**src/rtl/fifo_pkg.sv**
```systemverilog
// rtl/fifo_pkg.sv - shared types and constants for the async FIFO write/read side logic
package fifo_pkg;

    typedef enum logic {
        IDLE  = 1'b0,
        BURST = 1'b1
    } state_t;

    localparam int FIFO_DW = 8;

endpackage

```
**src/rtl/rr_picker.sv**
```systemverilog
// rtl/rr_picker.sv - combinational round-robin search for the first request after ptr
module rr_picker #(
    parameter int N  = 4,
    parameter int IW = 2
) (
    input  logic [N-1:0]  req,
    input  logic [IW-1:0] ptr,
    output logic [IW-1:0] grant,
    output logic          any_req
);

    logic [IW-1:0] idx;

    // Walk from the farthest candidate to the nearest so the nearest one after ptr wins.
    always_comb begin
        grant   = '0;
        idx     = '0;
        any_req = |req;
        for (int k = N; k >= 1; k--) begin
            idx = IW'((int'(ptr) + k) % N);
            if (req[idx]) begin
                grant = idx;
            end
        end
    end

endmodule

```
**src/rtl/fifo_wr_arbiter.sv**
```systemverilog
// rtl/fifo_wr_arbiter.sv - burst-granular round-robin arbiter for the FIFO write port
module fifo_wr_arbiter
    import fifo_pkg::*;
#(
    parameter int N_REQ     = 4,
    parameter int DW        = FIFO_DW,
    parameter int MAX_BURST = 4,
    parameter int TIMEOUT   = 8
) (
    input  logic                     wclk,
    input  logic                     wrst_n,
    input  logic                     arb_en,
    input  logic [N_REQ-1:0]         req_valid,
    input  logic [N_REQ-1:0]         req_last,
    input  logic [N_REQ*DW-1:0]      req_data,
    output logic [N_REQ-1:0]         req_ready,
    output logic                     fifo_wreq,
    output logic [DW-1:0]            fifo_wdata,
    input  logic                     fifo_wfull,
    output logic [$clog2(N_REQ)-1:0] grant_id,
    output logic                     busy
);

    localparam int GW = $clog2(N_REQ);
    localparam int BW = $clog2(MAX_BURST) + 1;
    localparam int TW = $clog2(TIMEOUT) + 1;

    state_t        state;
    logic [GW-1:0] rr_ptr;
    logic [GW-1:0] pick;
    logic          any_req;
    logic [BW-1:0] beat_cnt;
    logic [TW-1:0] idle_cnt;
    logic          xfer;
    logic [DW-1:0] data_arr [N_REQ];

    for (genvar i = 0; i < N_REQ; i++) begin : g_unpack
        assign data_arr[i] = req_data[i*DW +: DW];
    end

    rr_picker #(
        .N  (N_REQ),
        .IW (GW)
    ) u_picker (
        .req     (req_valid),
        .ptr     (rr_ptr),
        .grant   (pick),
        .any_req (any_req)
    );

    assign busy = (state == BURST);
    // A full FIFO blocks the beat here rather than relying on the FIFO to drop it.
    assign xfer      = busy & req_valid[grant_id] & ~fifo_wfull;
    assign fifo_wreq = xfer;

    always_comb begin
        req_ready  = '0;
        fifo_wdata = '0;
        if (busy) begin
            req_ready[grant_id] = xfer;
            fifo_wdata          = data_arr[grant_id];
        end
    end

    always_ff @(posedge wclk or negedge wrst_n) begin
        if (!wrst_n) begin
            state    <= IDLE;
            rr_ptr   <= GW'(N_REQ - 1);
            grant_id <= '0;
            beat_cnt <= '0;
            idle_cnt <= '0;
        end else begin
            case (state)
                IDLE: begin
                    if (arb_en && any_req) begin
                        grant_id <= pick;
                        beat_cnt <= '0;
                        idle_cnt <= '0;
                        state    <= BURST;
                    end
                end
                BURST: begin
                    if (xfer) begin
                        beat_cnt <= beat_cnt + 1'b1;
                        idle_cnt <= '0;
                        if (req_last[grant_id] || beat_cnt == BW'(MAX_BURST - 1)) begin
                            state  <= IDLE;
                            rr_ptr <= grant_id;
                        end
                    end else if (!req_valid[grant_id]) begin
                        // Only an absent owner counts toward the timeout; a full stall does not.
                        if (idle_cnt == TW'(TIMEOUT - 1)) begin
                            state  <= IDLE;
                            rr_ptr <= grant_id;
                        end else begin
                            idle_cnt <= idle_cnt + 1'b1;
                        end
                    end
                end
                default: state <= IDLE;
            endcase
        end
    end

endmodule

```
**config.mk**
```make
export PLATFORM = sky130hd
export DESIGN_NAME = fifo_wr_arbiter
export DESIGN_NICKNAME = d
export VERILOG_FILES = /design/src/rtl/fifo_pkg.sv /design/src/rtl/rr_picker.sv /design/src/rtl/fifo_wr_arbiter.sv
export SDC_FILE = /design/constraint.sdc
export NUM_CORES = 1
export LEC_CHECK = 0
export ABC_AREA = 1
export CAP_MARGIN = 20
export CORE_ASPECT_RATIO = 1.4
export CORE_UTILIZATION = 26
export CTS_BUF_LIST = sky130_fd_sc_hd__clkbuf_8 sky130_fd_sc_hd__clkbuf_16
export DETAILED_ROUTE_END_ITERATION = 16
export GPL_ROUTABILITY_DRIVEN = 1
export PLACE_DENSITY_LB_ADDON = 0.2
export SYNTH_ARGS = -nofsm -noshare
export SYNTH_HDL_FRONTEND = slang
export SYNTH_SLANG_ARGS = --single-unit
```
**constraint.sdc**
```tcl
create_clock -name wclk -period 2.75 [get_ports wclk]
set_input_delay 0.275 -clock wclk [delete_from_list [all_inputs] [get_ports wclk]]
set_output_delay 0.275 -clock wclk [all_outputs]
set_load 0.02 [all_outputs]
```
==> results of run 1 <==
-- cells by family (layout without fill, tap and decap cells) --
logic type      Yosys count  in the layout
buf+inv                  23             83
compound gates           32             32
simple gates            110            110
flops                    12             12
xor+xnor                  2              2
fa+ha+maj                 3              3
-- through the flow --
| stage | power [mW] | utilization [%] | setup WS [ns] | cell area (µm²) |
|---|---|---|---|---|
| global route | 1.968 | 43.35 | 0.07206 | 1853 |
| floorplan | 1.195 | - | 0.8946 | 1164 |
| global placement | 1.625 | 42.07 | 0.3224 | 1798 |
| finish | 1.792 | 43.35 | 0.2266 | 1853 |
| detailed placement | 1.620 | 42.07 | 0.2926 | 1798 |
| CTS | 1.818 | 43.35 | 0.1942 | 1853 |
-- report_power, final --
part / switching (mW) / internal, mW / total, mW
clock network: 0.0623 / 0.126 / 0.189
logic: 0.709 / 0.520 / 1.23
registers: 0.114 / 0.260 / 0.375
-- state kept, by name, summed over array words and instances (netlist names) --
| name | count |
|---|---|
| idle_cnt | 4 |
| beat_cnt | 3 |
| grant_id | 2 |
| busy | 1 |
| rr_ptr | 2 |
-- worst max-delay path: stages, from the launching register on --
cell,delay [ns]
dfrtp_1,0.61
nand2_1,0.08
o21ai_1,0.11
nand2_2,0.08
nand2_2,0.09
nand2_2,0.16
nor3_1,0.23
clkdlybuf4s50_1,0.64
-- metal layers --
metal  up-vias  part of all wire, %  track usage, %
met2        29                   54           33.10
met1       598                   41           17.33
met4         0                  1.1           5.952
met3         4                  3.7           1.433
met5         -                    0               0
li1        723                    -               -
-- how the worst max path moves through the flow --
stage / startpoint / to / slack [ns] / cells past startpoint
finish: grant_id[0]$_DFFE_PN0P_ / req_ready[0] / 0.23 / 7
global route: grant_id[0]$_DFFE_PN0P_ / req_ready[0] / 0.07 / 7
CTS: grant_id[0]$_DFFE_PN0P_ / req_ready[0] / 0.19 / 7
detailed placement: req_valid[2] / req_ready[0] / 0.29 / 8
global placement: req_valid[2] / req_ready[0] / 0.32 / 8
floorplan: grant_id[0]$_DFFE_PN0P_ / req_ready[0] / 0.89 / 7
-- Yosys cell counts (all sizes together) --
master and n:
dfrtp 10, a22oi 8, o22ai 1, buf 5, nand4 2, nor2 9, nand2 81, xor2 2
nor3 4, a21boi 1, nand3 14, dfstp 2, a31oi 8, inv 18, o21ai 8, ha 3
o21a 1, a21oi 5
-- final cells by class --
| type | count | area, µm² | share of cell area, % |
|---|---|---|---|
| multi-input cells | 147 | 747.0 | 40.31 |
| repair buffers | 61 | 605.6 | 32.68 |
| flip-flops and latches | 12 | 302.8 | 16.34 |
| well taps | 60 | 75.07 | 4.051 |
| inverters | 18 | 67.56 | 3.646 |
| clock buffers | 4 | 55.05 | 2.971 |
==> flow_metrics.env, run 1 <==
export IMPL_worstHoldPathType="in2async"
export IMPL_syn2layout_area_growth_pct=59.25
export IMPL_cts_buffer_depth=2
export IMPL_track_usage_pct=16.51
export IMPL_htreeDepth=1
export IMPL_wl_per_cell_um=12.01
export IMPL_p_leak_nw=0.8450
export IMPL_synth_nets=229
export IMPL_grt_pass1_wl_um=5961
export IMPL_period_share_pct=91.76
export IMPL_yosysSeqAreaShare_pct=26.02
export IMPL_critical_path_class="reg2out"
export IMPL_final_common_cell="nand2_1"
export IMPL_rr_worst_depth=8
export IMPL_vias=1354
export IMPL_max_freq_ghz=0.3963
export IMPL_synth_xor_area_share_pct=1.505
export IMPL_synth_compound_area_share_pct=18.17
export IMPL_rsz0062_at_grt="no"
export IMPL_nFillCells=469
export IMPL_synthTopCellsByArea="nand2_1 24%, dfrtp_1 22%, nand3_1 5.6%"
export IMPL_dp_cells=298
export IMPL_cap_viol_max_count=0
export IMPL_grt_max_degree=15
export IMPL_clockRootBuffer="clkbuf_8"
export IMPL_slew_violations=0
export IMPL_synth_area_mm2=0.001164
export IMPL_synth_top_area_cell="nand2_1"
export IMPL_insertion_delay_ns=0.24
export IMPL_power_density_mw_per_mm2=967.2
export IMPL_end_kind="output port"
export IMPL_hold_slack_ns=0.3954
export IMPL_cts_hold_fix_buffers=0
export IMPL_synth_top_family_by_area="simple AND/OR/NAND/NOR gates"
export IMPL_r2r_slack_ns=0.98
export IMPL_layout_nets=290
export IMPL_clk_pin_slew_ns=0.05
export IMPL_die_y_um=81.16
export IMPL_relSlewSlack_pct=63.16
export IMPL_yosys_mux_area_fraction_pct=0
export IMPL_synthAdderAreaFrac_pct=3.226
export IMPL_syn_inst=182
export IMPL_cts_resized=0
export IMPL_drtIter0Drc=42
export IMPL_core_mm2=0.004274
export IMPL_ys_seq_elements=12
export IMPL_fin_skew_ns=0.002898
export IMPL_fp_row_count=28
export IMPL_layout_drive_gt1_share_pct=10.74
export IMPL_yosys_cell_types_count=29
export IMPL_fp_dieW_um=58.54
export IMPL_r2r_end="idle_cnt[0]$_DFFE_PN0P_"
export IMPL_finalSetupViolCount=0
export IMPL_yosysWarnings=0
export IMPL_crit_required_ns=2.48
export IMPL_diodes=0
export IMPL_drt_pass1_iterations=4
export IMPL_cts_buffers=3
export IMPL_critPathMaxFanout=12
export IMPL_fin_cells=302
export IMPL_synth_avg_cell_area_um2=6.393
export IMPL_io_buffers=59
export IMPL_cts_sinks=12
export IMPL_final_cell_mix="74 x nand2_1, 59 x clkdlybuf4s50_1, 13 x inv_1, 13 x nand3_1, 10 x dfrtp_1"
export IMPL_io_pins=60
export IMPL_synthSimpleGateAreaFrac_pct=41.29
export IMPL_fin_crit_ns=2.523
export IMPL_cp_start_kind="flip-flop"
export IMPL_worstMarginPinSlew_ns=0.5509
export IMPL_arrival_ns=2.25
export IMPL_globalRouteOverflowTotal=0
export IMPL_antenna_found_initial=0
export IMPL_vdd_drop_max_mv=0.4115
export IMPL_drc=0
export IMPL_status="completed"
export IMPL_cts_tree="built"
export IMPL_dieArea_mm2=0.004751
export IMPL_hold_viol_final=0
export IMPL_wirelength_um=3626
export IMPL_tns_ns=0
export IMPL_vias_per_cell=4.483
export IMPL_drtAntennaViolNets=0
export IMPL_routabilityCongestion=0.8039
export IMPL_post_cts_setup_buffers=0
export IMPL_start_util_pct=27.22
export IMPL_yosysTopAreaCellShare_pct=23.87
export IMPL_rr_startpoint="grant_id[0]$_DFFE_PN0P_"
export IMPL_dpl_hpwl_um=2900
export IMPL_grt_pass1_vias=1330
(Power assumes the default switching activity.)
==> inputs of run 2 (changes only) <==
--- a/config.mk
+++ b/config.mk
@@ -9,7 +9,7 @@
 export CAP_MARGIN = 20
 export CORE_ASPECT_RATIO = 1.4
 export CORE_UTILIZATION = 26
-export CTS_BUF_LIST = sky130_fd_sc_hd__clkbuf_8 sky130_fd_sc_hd__clkbuf_16
+export CTS_BUF_LIST = sky130_fd_sc_hd__clkbuf_2 sky130_fd_sc_hd__clkbuf_4 sky130_fd_sc_hd__clkbuf_8
 export DETAILED_ROUTE_END_ITERATION = 16
 export GPL_ROUTABILITY_DRIVEN = 1
 export PLACE_DENSITY_LB_ADDON = 0.2
==> results of run 2 <==
The final DEF is identical to that of run 1; final timing and power are the same.
